$ cat src/rtl/seg_scan_ctrl.sv
// seg_scan_ctrl: multiplexed seven-segment scan with guard blanking and frame-synchronous double-buffered updates
module seg_scan_ctrl #(
  parameter int NUM_DIGITS   = 4,
  parameter int REFRESH_DIV  = 50000,
  parameter int BLANK_CYCLES = 16
) (
  input  logic                    clk,
  input  logic                    rst_n,
  input  logic                    load,
  input  logic [4*NUM_DIGITS-1:0] value,
  input  logic [NUM_DIGITS-1:0]   dp_in,
  input  logic                    blank_lead,
  output logic [3:0]              bcd,
  output logic [NUM_DIGITS-1:0]   an,
  output logic                    dp,
  output logic                    pending,
  output logic                    frame_done
);
  localparam int CW = REFRESH_DIV > 1 ? $clog2(REFRESH_DIV) : 1;
  localparam int IW = NUM_DIGITS > 1 ? $clog2(NUM_DIGITS) : 1;
  logic [CW-1:0] cnt, cnt_n;
  logic [IW-1:0] idx, idx_n;
  logic [4*NUM_DIGITS-1:0] disp_v, disp_v_n, shd_v;
  logic [NUM_DIGITS-1:0] disp_dp, disp_dp_n, shd_dp, supp, an_n;
  logic slot_end, wrap, show, hi_zero, dp_n;
  logic [3:0] bcd_n;
  assign slot_end = cnt == CW'(REFRESH_DIV - 1);
  assign wrap = slot_end && idx == IW'(NUM_DIGITS - 1);
  assign cnt_n = slot_end ? '0 : cnt + 1'b1;
  assign idx_n = wrap ? '0 : slot_end ? idx + 1'b1 : idx;
  assign disp_v_n = wrap ? (load ? value : pending ? shd_v : disp_v) : disp_v;
  assign disp_dp_n = wrap ? (load ? dp_in : pending ? shd_dp : disp_dp) : disp_dp;
  // outputs are computed from next-state values so they match the cycle's cnt/idx once registered
  always_comb begin
    hi_zero = 1'b1;
    supp = '0;
    for (int i = NUM_DIGITS - 1; i >= 1; i--) begin
      hi_zero = hi_zero && disp_v_n[4*i +: 4] == 4'd0;
      supp[i] = blank_lead && hi_zero;
    end
  end
  assign show = cnt_n >= CW'(BLANK_CYCLES);
  assign bcd_n = 4'(disp_v_n >> {idx_n, 2'b00});
  assign an_n = show ? ~((NUM_DIGITS'(1) << idx_n) & ~supp) : '1;
  assign dp_n = show ? ~disp_dp_n[idx_n] : 1'b1;
  always_ff @(posedge clk) begin
    if (!rst_n) begin
      cnt <= '0;
      idx <= '0;
      disp_v <= '0;
      disp_dp <= '0;
      shd_v <= '0;
      shd_dp <= '0;
      pending <= 1'b0;
      frame_done <= 1'b0;
      bcd <= '0;
      an <= '1;
      dp <= 1'b1;
    end else begin
      cnt <= cnt_n;
      idx <= idx_n;
      disp_v <= disp_v_n;
      disp_dp <= disp_dp_n;
      if (load && !wrap) begin
        shd_v <= value;
        shd_dp <= dp_in;
      end
      pending <= wrap ? 1'b0 : load ? 1'b1 : pending;
      frame_done <= wrap;
      bcd <= bcd_n;
      an <= an_n;
      dp <= dp_n;
    end
  end
endmodule

$ cat config.mk
export PLATFORM = sky130hd
export DESIGN_NAME = seg_scan_ctrl
export DESIGN_NICKNAME = d
export VERILOG_FILES = /design/src/rtl/seg_scan_ctrl.sv
export SDC_FILE = /design/constraint.sdc
export NUM_CORES = 1
export LEC_CHECK = 0
export ABC_AREA = 0
export ABC_CLOCK_PERIOD_IN_PS = 3200
export BUFFER_PORTS_ARGS = -buffer_cell sky130_fd_sc_hd__buf_2
export CORE_UTILIZATION = 58
export DETAILED_ROUTE_END_ITERATION = 10
export PLACE_DENSITY = 0.84
export SYNTH_ARGS = -nofsm -noshare
export SYNTH_HDL_FRONTEND = slang
export SYNTH_SLANG_ARGS = --single-unit
export TNS_END_PERCENT = 1
$ cat constraint.sdc
create_clock -name clk -period 3.2 [get_ports clk]
set_input_delay 0.64 -clock clk [delete_from_list [all_inputs] [get_ports clk]]
set_output_delay 0.64 -clock clk [all_outputs]
set_load 0.02 [all_outputs]
== Word level (Yosys, flattened, before mapping) ==
Cells that the tools add are included.

* Logic and storage cells: 48
* Register bits: 69
* Output and inout bits: 11
* Bits of input ports: 24

* Mux-type cells: 11
* Reduce and logical (&&, ||, !) cells: 13
* Magnitude comparators: 2
* Eq/ne operators: 2
* Bitwise logic cells: 5
* $add $sub $neg: 2
* Shifts and indexed selects: 2

{| class="wikitable"
|+ Operator list
! kind !! count
|-
| 16-bit 2-to-1 mux || 4
|-
| 16-bit by 1-bit adder with 16-bit output (second input constant) || 1
|-
| 16-bit == test (second input constant) || 1
|-
| 16-bit by 5-bit greater-or-equal comparator with 1-bit output (second input constant) || 1
|-
| 16-bit by 4-bit right shift with 4-bit output || 1
|-
| 4-bit zero test || 3
|-
| 4-bit 2-to-1 mux || 3
|-
| 4-bit NOT || 2
|-
| 1-bit logical AND || 7
|-
| 4-bit AND || 1
|-
| 2-bit 2-to-1 mux || 2
|-
| 1-bit by 2-bit left shift with 4-bit output (first input constant) || 1
|-
| 2-bit by 3-bit less-than comparator with 1-bit output (second input constant) || 1
|-
| 2-bit by 1-bit adder with 2-bit output (second input constant) || 1
|-
| 1-bit binary-select mux with 2-bit select || 1
|-
| 2-bit == test (second input constant) || 1
|-
| 1-bit NOT || 2
|-
| 2-bit AND reduction || 1
|-
| 2-bit OR reduction || 1
|-
| 1-bit zero test || 1
|-
| 1-bit 2-to-1 mux || 1
|}

== Depth between registers and ports, before layout ==
Gate-level depths: netlist (run 1).

* Word-level depth: 10
* Mapped depth: 11

== Worst setup path before layout (run 1) ==
Ideal clock, no wire load.

* Kind: register to register
* Start: register cnt[0]
* End: register bcd[0]
* Arrival: 2.372 ns
* Stages on the path, launching flop included: 12
* Required time: 3.081 ns
* Clock period less this slack: 2.490 ns
* Path slack: 0.710 ns
* Buffers on the path: 3
* Path through: dfxtp_1 > ha_1 > nand3_1 > clkbuf_1 > nor4_4 > and2_1 > buf_6 > buf_4 > a31oi_1 > o21ai_0 > a21oi_1 > o221a_2

* Longest elaborated chain between the ends: 4

{| class="wikitable"
|+ Ends and longest elaborated chain
! what !! RTL line !! RTL
|-
| start, declared || 21 || <nowiki>logic [CW-1:0] cnt, cnt_n;</nowiki>
|-
| start signal, assigned || 60 || <nowiki>cnt <= cnt_n;</nowiki>
|-
| 16-bit == test (*) || 27 || <nowiki>assign slot_end = cnt == CW'(REFRESH_DIV - 1);</nowiki>
|-
| 2-bit 2-to-1 mux / 1-bit logical AND (equally long branches) || 30, 28 ||
|-
| 2-bit 2-to-1 mux / 16-bit 2-to-1 mux (equally long branches) || 30, 31 ||
|-
| 16-bit by 4-bit right shift with 4-bit output (*) || 43 || <nowiki>assign bcd_n = 4'(disp_v_n >> {idx_n, 2'b00});</nowiki>
|-
| end signal, assigned || 70 || <nowiki>bcd <= bcd_n;</nowiki>
|-
| end, declared || 13 || <nowiki>output logic [3:0] bcd,</nowiki>
|}

Every way passes the cells marked *; elsewhere a longest branch is shown, timed or not.
A chain may end at the register's enable or synchronous reset.

== Worst setup path in the final report (run 1) ==
* Start: register cnt[0]
* End: register dp

* Longest elaborated chain between the ends: 6

{| class="wikitable"
|+ Ends and longest elaborated chain
! what !! RTL line !! RTL
|-
| branches (longest 6 deep; another with 16-bit by 1-bit adder with 16-bit output) || - ||
|-
| end signal, assigned || 72 || <nowiki>dp <= dp_n;</nowiki>
|-
| end, declared || 15 || <nowiki>output logic dp,</nowiki>
|}

Several ways; the timed one is not identified. The select of a mux whose other input is x is not followed.

==> flow_results.org, run 1 <==
** Run status
- Run status :: finished, final reports clean

** STA
- Clock skew on the completed layout was measured at 0.0108 ns.
- The count of endpoints failing hold in the final timing report was 0.
- The count of final max-slew check failures is 0.
- Shortest period the worst path allows :: 2.87 ns
- In the finished design, the share of the clock period the worst path needs comes to 0.897.
- Setup violations remaining at the end of the flow were counted as 0.
- Static timing analysis puts the maximum clock frequency at 348 MHz.
- Final sum of negative setup slack :: 0 ns
- Worst-Margin Slew :: 0.896 ns
- Smallest setup slack after layout :: 0.330 ns
- Setup repair after global routing left no endpoint under its margin.
- Slew margin rel. :: 0.402

** Global routing
- First-pass GRT wire length :: 14600 um
- Entering global routing, the biggest net connects 44 pins.
- For this run, the total global-route usage over all layers was measured as 0.306.
- The number of global-route vias before repair was 3141.
- Global routing finished with a remaining overflow of 0.
- Number of antenna violations at the first check in global routing :: 0

** Final layout
- Nets :: 491
- Fraction of layout instances using a drive strength above 1 :: 0.145
- Fraction of the core area covered by cells at the end of the flow :: 0.680
- Relative to the synthesized area, the layout overhead comes to 12.3%.
- The repair_antennas step left the layout with diodes totalling 0.
- The filler cells instantiated in the layout total 485.

** Logic synthesis
- Of all flip-flops after synthesis, the portion carrying an async set or reset was 0.
- Post-synthesis sequential element count :: 69
- Unique masters post-synth :: 51
- The synthesized design contains 0 enable-type register cells.
- Syn_area_per_cell :: 7.65 sq um
- The most used flip-flop cell after synthesis is sky130_fd_sc_hd__dfxtp_1.
- Syn_nets :: 467
- Netlist area before placement :: around 3400 sq um
- By count the netlist is led by sky130_fd_sc_hd__nor2_1, sky130_fd_sc_hd__dfxtp_1, sky130_fd_sc_hd__nand2_1.
- Sequential-to-total area share from yosys stat :: 0.409
- Synth warn :: 0
- Area share of the largest cell type after synthesis :: 0.409
- Among all cell types in the netlist, the one instantiated most often is sky130_fd_sc_hd__nor2_1.
- The largest total area in the synthesized netlist belongs to sky130_fd_sc_hd__dfxtp_1.
- Synthesized instance count :: between 400 and 500
- Cell types occupying the most area after synthesis :: sky130_fd_sc_hd__dfxtp_1, sky130_fd_sc_hd__nor2_1, sky130_fd_sc_hd__nand2_1, sky130_fd_sc_hd__a21oi_1, sky130_fd_sc_hd__a31oi_1

** Routing
- Summing over every cut layer, the via total after detailed routing is 3275.
- After detailed routing, the average wire length per cell comes to about 16 um.
- For this run, the detailed router's first-pass iteration total came to 5.
- Violation count after the first detailed-routing iteration :: 255
- DRC violations left :: 0
- The routed design has 8630 um of wire.
- Once detail routing completed, the nets flagged for antenna violations numbered 0.
- Using the TritonRoute via totals, the vias-per-cell ratio works out to 6.04.

** Floorplanning
- Boundary Pins :: 35
- The initial utilization of the core area, before any placement, comes to 0.606.
- The floorplan has 27 rows.
- Measured along the y axis, the die boundary spans slightly below 80 um.
- From left edge to right edge, the die measures 78.3 um.
- The floorplan step defined a die boundary enclosing 6130 sq um.
- The core region is 5570 sq um.

** CTS
- TritonCTS built the clock tree.
- Clock Tree Root :: sky130_fd_sc_hd__clkbuf_8
- Maximum number of buffers from clock root to sink :: 2
- Setup fix buffers added after clock tree synthesis :: 0
- The H-tree generated during clock tree synthesis spans 3 levels.
- Clock latency reported for the late side of the worst-skew pair :: 0.35 ns
- Counting every sink on the clock net gives 69.
- Number of gates resized after cts :: 0
- Number of clock buffers inserted by TritonCTS :: 9
- Post-CTS Hold Fix Bufs :: 0
- Register clock-pin slew on the reported worst setup and hold paths :: 0.08 ns

** Place
- The count of buffers added on input and output ports is 34.
- Once detailed placement completed, the half-perimeter wirelength came to between 5000 and 6000 um.
- Final RePlAce weighted congestion :: roughly 0.87
- Prior to clock tree synthesis, the placed netlist has a worst setup slack of 0.385 ns.

** Worst hold path
- The worst hold path terminates at shd_dp[0]$_SDFFE_PN0P_.
- The min-delay analysis places its worst path in the category reg -> reg.
- Worst hold start :: shd_dp[0]$_SDFFE_PN0P_
- Along the worst hold path, the cell count comes to 2.

** Worst setup path
- CP Depth :: 9
- List of cells traversed by the critical path :: ha_1 > nand3_1 > buf_4 > nor4_1 > and3_1 > o311a_1 > nand2_1 > o211ai_1 > o311ai_0
- For flop-to-flop paths, the worst setup slack is 0.33 ns.
- Along the worst path, the maximum fanout reaches 10.
- Grouping stages by cell kind, the critical path spends the most delay in simple AND/OR/NAND/NOR gates.
- Arrival time worst endpoint :: 3.07 ns
- Cell with the biggest individual delay on the critical path :: sky130_fd_sc_hd__nor4_1
- In this run the critical register-to-register path is launched from cnt[0]$_SDFF_PN0_.
- The worst setup path is captured at a register.
- Crit path launch type :: register
- For the worst setup path, the data required time is 3.40 ns.
- R2r worst-path depth :: 9
- Path type of the worst setup path :: reg -> reg
- Buffers & Inverters on Critical Path :: 1
- In this design, the stage delay of the slowest critical-path cell is 0.70 ns.
- Worst reg2reg path endpoint :: dp$_SDFF_PN1_

** Pwr
- Power density of the placed cells :: 470 nW/um^2
- VDD sags by at most 289 uV.
- In this run the static leakage power is 0.00152 uW.

** Flow run
- Max-cap violations :: 0
## cell usage in the layout, fill, tap and decap left out, types with 2 or more instances in the layout
cell / n
sky130_fd_sc_hd__o21bai_1: 3
sky130_fd_sc_hd__o21ai_0: 13
sky130_fd_sc_hd__a31oi_1: 16
sky130_fd_sc_hd__inv_1: 11
sky130_fd_sc_hd__xor2_1: 5
sky130_fd_sc_hd__o211ai_1: 4
sky130_fd_sc_hd__nor4_1: 14
sky130_fd_sc_hd__ha_1: 2
sky130_fd_sc_hd__dfxtp_1: 69
sky130_fd_sc_hd__nand2b_1: 2
sky130_fd_sc_hd__nor4bb_1: 2
sky130_fd_sc_hd__clkbuf_8: 9
sky130_fd_sc_hd__nor3b_1: 3
sky130_fd_sc_hd__and3_1: 7
sky130_fd_sc_hd__a21oi_1: 34
sky130_fd_sc_hd__buf_4: 10
sky130_fd_sc_hd__nor2_1: 80
sky130_fd_sc_hd__nand4b_1: 4
sky130_fd_sc_hd__or2_2: 4
sky130_fd_sc_hd__or3_1: 10
sky130_fd_sc_hd__xnor2_1: 11
sky130_fd_sc_hd__nand4_1: 5
sky130_fd_sc_hd__nand2_1: 58
sky130_fd_sc_hd__and2_1: 9
sky130_fd_sc_hd__o211a_1: 6
sky130_fd_sc_hd__clkinv_2: 2
sky130_fd_sc_hd__bufinv_16: 2
sky130_fd_sc_hd__o31a_1: 2
sky130_fd_sc_hd__nor3_1: 6
sky130_fd_sc_hd__buf_2: 34
sky130_fd_sc_hd__nand3_1: 8
sky130_fd_sc_hd__o311a_1: 2
## area by class of cell
cell class | count | area (sq um) | share of cell area
Clock buffer | 10 | 128 | 0.0337
Multi-Input combinational cell | 329 | 1810 | 0.479
Timing Repair Buffer | 44 | 245 | 0.0647
Clock inverter | 6 | 86.3 | 0.0228
Sequential cell | 69 | 1380 | 0.364
Tap cell | 72 | 90.1 | 0.0238
Inverter | 12 | 45.0 | 0.0119
## worst max-delay path by stage
| stage | from | to |
|---|---|---|
| 6_report | cnt[0]$_SDFF_PN0_ | dp$_SDFF_PN1_ |
| 3_5_place_dp | cnt[6]$_SDFF_PN0_ | an[1]$_SDFF_PN1_ |
| 5_1_grt | cnt[0]$_SDFF_PN0_ | dp$_SDFF_PN1_ |
| 2_1_floorplan | cnt[0]$_SDFF_PN0_ | bcd[0]$_SDFF_PN0_ |
| 3_3_place_gp | cnt[0]$_SDFF_PN0_ | dp$_SDFF_PN1_ |
| 4_1_cts | cnt[6]$_SDFF_PN0_ | an[1]$_SDFF_PN1_ |
## layer usage
metal,vias to the layer above,GRT usage,share of wire,routed length [um]
met5,-,0,0,0
met4,0,0.107,0.015,126
met3,15,0.0616,0.067,579
met2,125,0.500,0.47,4080
met1,1554,0.402,0.44,3840
li1,1581,-,-,-
## kinds of logic (layout without fill, tap and decap cells)
logic type	after synthesis	in the layout	synth area share
buffers and inverters	43	72	0.0534
flip-flops	69	69	0.409
XOR/XNOR	16	16	0.0415
AO/OA/AOI/OAI	90	90	0.168
AND/OR/NAND/NOR	220	220	0.317
multiplexers	1	1	0.00334
adder cells (fa/ha/maj)	2	2	0.00741
## sequential cells by signal (all words and copies together) (netlist names)
signal      count
idx             2
bcd             4
disp_dp         4
cnt            16
shd_v          16
an              4
frame_done      1
disp_v         16
pending         1
dp              1
shd_dp          4
## worst reg2reg max path, stage by stage (launching register included)
cell and delay (ns):
sky130_fd_sc_hd__dfxtp_1 0.41, sky130_fd_sc_hd__ha_1 0.23, sky130_fd_sc_hd__nand3_1 0.16, sky130_fd_sc_hd__buf_4 0.22, sky130_fd_sc_hd__nor4_1 0.70, sky130_fd_sc_hd__and3_1 0.32
sky130_fd_sc_hd__o311a_1 0.17, sky130_fd_sc_hd__nand2_1 0.05, sky130_fd_sc_hd__o211ai_1 0.24, sky130_fd_sc_hd__o311ai_0 0.22
## per-stage QoR
step                total power (uW)  area (sq um)  std cells  hold WS [ns]
floorplan                        978          3380        441         0.431
global placement                1010          3580        526         0.442
detailed placement              1020          3580        526         0.450
CTS                             1790          3790        542         0.461
global route                    1840          3790        542         0.482
finish                          1780          3790        542         0.458
## report_power, final
group / switching [uW] / internal [uW]
logic: 66.3 / 39.3
registers: 17.9 / 876
clock network: 344 / 439
total: 428 / 1350
Power figures use the tool's default switching activity.
==> run 2: changes to the inputs <==
==> constraint.sdc (replaced) <==
create_clock -name clk -period 3.2 [get_ports clk]
set_input_delay 0.16 -clock clk [delete_from_list [all_inputs] [get_ports clk]]
set_output_delay 0.16 -clock clk [all_outputs]
set_load 0.02 [all_outputs]
==> run 2 against run 1 <==
Flip-flop and latch count stayed put. Die area stayed put. Cell count is 0.18% lower. Critical endpoint is now an[1]$_SDFF_PN1_. Fmax is 0.65% higher. Non-clock buffer count stayed put. Clock skew is 0.0023 ns lower. Cell area is 0.63% lower. Global-route usage is 0.076 points higher. Utilization is 0.43 points lower.
==> flow_results.org, run 2 (synthesis results as in run 1) <==
** STA
- Slew margin rel. :: 0.395 (-0.00708)
- The transition time of the tightest slew-check pin was 0.907 ns (+0.0106 ns).
- Number of failing setup endpoints in the final timing report :: 0 (unchanged)
- Shortest period the worst path allows :: 2.85 ns (-0.0185 ns)
- Share of the clock period used by the worst path after layout :: 0.891 (-0.00578)
- The setup total negative slack is 0 ns (unchanged).
- Clk_skew :: 0.00853 ns (-0.00230 ns)
- FMAX :: 351 MHz (+0.65%)
- Unrepaired setup endpoints after global routing :: no
- The count of endpoints failing hold in the final timing report is 0 (unchanged).
- Final Max Tran Viols :: 0 (unchanged)
- The final hold slack was 0.0547 ns (-0.403 ns).

** CTS
- The post-CTS setup repair buffer count is 0 (unchanged).
- Deepest level of the CTS H-tree :: 3 (unchanged)
- The total number of clock tree sinks is 69 (unchanged).
- The cell sitting at the root of the clock tree is a sky130_fd_sc_hd__clkbuf_8.
- Maximum number of buffers from clock root to sink :: 2 (unchanged)
- CTS tree :: yes
- The number of buffers added by the clock tree synthesis step came to 9 (unchanged).
- Number of gates resized after cts :: 0 (unchanged)
- The insertion delay to the later sink of the worst-skew pair is 0.35 ns (about the same).
- The number of buffers inserted for hold repair after clock tree synthesis was 0 (unchanged).
- Register clock-pin slew on the reported worst setup and hold paths :: 0.08 ns (about the same)

** Global routing
- Final global-route overflow total :: 0 (unchanged)
- The wire length of the first global-routing pass came to 14600 um (+0.43%).
- The pin count of the biggest net entering global routing is 44 (unchanged).
- Vias in the first global route :: 3121 (-0.64%)
- The global-route usage over all layers came to 0.307 (+0.000764).
- Number of antenna violations at the first check in global routing :: 0 (unchanged)

** Pwr
- The static power due to leakage is 0.00152 uW (-0.41%).
- The power density of the placed cells is 450 nW/um^2 (-4.2%).
- The total power consumption of the routed design is 1700 uW (-4.8%).
- Highest ir drop seen on vdd :: 318 uV (+10%)

** Floorplanning
- The site row count is 27 (unchanged).
- Core Region :: 5570 sq um (unchanged)
- Die Height :: 78.3 um (unchanged)
- Total die area :: 6130 sq um (unchanged)
- The starting density of the core came to 0.606 (unchanged).
- The I/O pin count came to 35 (unchanged).
- The x dimension of the die was 78.3 um (unchanged).

** Routing
- Violation count after the first detailed-routing iteration :: 302 (+18%)
- Sum of routed wire length over all layers :: 8670 um (+0.49%)
- The final routed DRC violation total was 0 (unchanged).
- The mean number of vias per cell is 6.09 (+0.70%).
- Wirelength per Cell :: 16.0 um (+0.67%)
- Total vias in the final route :: 3292 (+0.52%)
- 1st-pass router iterations :: 7 (+2)
- The number of nets with antenna violations after detailed routing came to 0 (unchanged).

** Final layout
- Relative to the synthesized area, the layout overhead comes to 11.6%.
- Fraction of layout instances using a drive strength above 1 :: 0.143 (-0.00182)
- The final core utilization is 0.676 (-0.00426).
- The layout net count came to 491 (unchanged).
- Commonest cells after routing, fill and taps aside :: sky130_fd_sc_hd__nor2_1, sky130_fd_sc_hd__dfxtp_1, sky130_fd_sc_hd__nand2_1, sky130_fd_sc_hd__a21oi_1, sky130_fd_sc_hd__buf_2
- Most common cell after layout, fill and taps aside :: sky130_fd_sc_hd__nor2_1
- The number of antenna diodes was 0 (unchanged).
- Registers with the most flip-flops :: cnt (16), disp_v (16), shd_v (16)

** Worst setup path
- List of cells traversed by the critical path :: ha_1 > nand3_1 > nand4bb_1 > buf_4 > or3_1 > o211a_1 > nor4_1 > nand3_1 > o2111ai_1
- The maximum single-stage delay on the critical path was 0.41 ns (-0.29 ns).
- Dominant delay contributor by cell family on the critical path :: simple AND/OR/NAND/NOR gates
- R2r worst-path depth :: 9 (unchanged)
- The required arrival time at the worst endpoint was 3.47 ns (+0.07 ns).
- Setup slack of the worst register-to-register path :: 0.35 ns (+0.02 ns)
- STA classifies the critical path endpoint as a register.
- The number of buffers and inverters on the critical path came to 1 (unchanged).
- The slowest stage of the critical path is the sky130_fd_sc_hd__dfxtp_1 cell.
- Top cell by count, worst path :: sky130_fd_sc_hd__nand3_1
- Maximum fanout encountered on the critical timing path :: 11 (+1)
- The worst setup path is launched from a register.
- CP Depth :: 9 (unchanged)
- The arrival time at the worst endpoint came to 3.12 ns (+0.05 ns).
- The critical path in this run is classified as reg -> reg.

** Worst hold path
- The number of cells on the worst hold path is 3 (+1).
- The tightest min-delay check is of the in -> reg type.

** Place
- The placer's final routability congestion estimate was 0.880 (+1.5%).
- Port bufs :: 34 (unchanged)
- Final HPWL from detailed placement :: 5900 um (about the same)

** Flow run
- Max-cap violations :: 0 (unchanged)

** Run status
- The flow ran to the end, and the final reports show no timing, DRC or antenna violations.
## run 2: layer usage
metal,vias up,wire [um],global-route usage
li1,1582,-,-
met3,23,571,0.0570
met4,0,166,0.126
met5,-,0,0
met1,1538,3730,0.399
met2,149,4200,0.501
## run 2: tightest hold or removal path: cells and delay by family
kind / cells / cell delay, ns
buf+inv: 1 / 0.11
simple gates: 1 / 0.05
compound gates: 1 / 0.05
## run 2: final timing paths
check                   startpoint                endpoint
min reg2reg  shd_v[0]$_SDFFE_PN0P_   shd_v[0]$_SDFFE_PN0P_
max              cnt[0]$_SDFF_PN0_        an[1]$_SDFF_PN1_
min                       dp_in[3]  shd_dp[3]$_SDFFE_PN0P_
max reg2reg      cnt[0]$_SDFF_PN0_        an[1]$_SDFF_PN1_
## run 2: cell type report
cell class | count | area, sq um
multi-input combinational | 329 | 1810
fill | 482 | 1810
sequential | 69 | 1380
timing repair buffer | 44 | 245
clock buffer | 11 | 141
tap | 72 | 90.1
clock inverter | 4 | 48.8
inverter | 12 | 45.0
## run 2: stage by stage
stage	instances	cell area (sq um)	setup WS, ns
detailed placement	526	3580	0.399
floorplan	441	3380	0.710
global route	541	3770	0.204
CTS	541	3770	0.396
finish	541	3770	0.348
global placement	526	3580	0.555
## run 2: where the power goes
part	internal [uW]	switching, uW	total (uW)
logic	39.3	66.3	106
registers	876	17.8	894
clock network	376	321	697
total	1290	405	1700
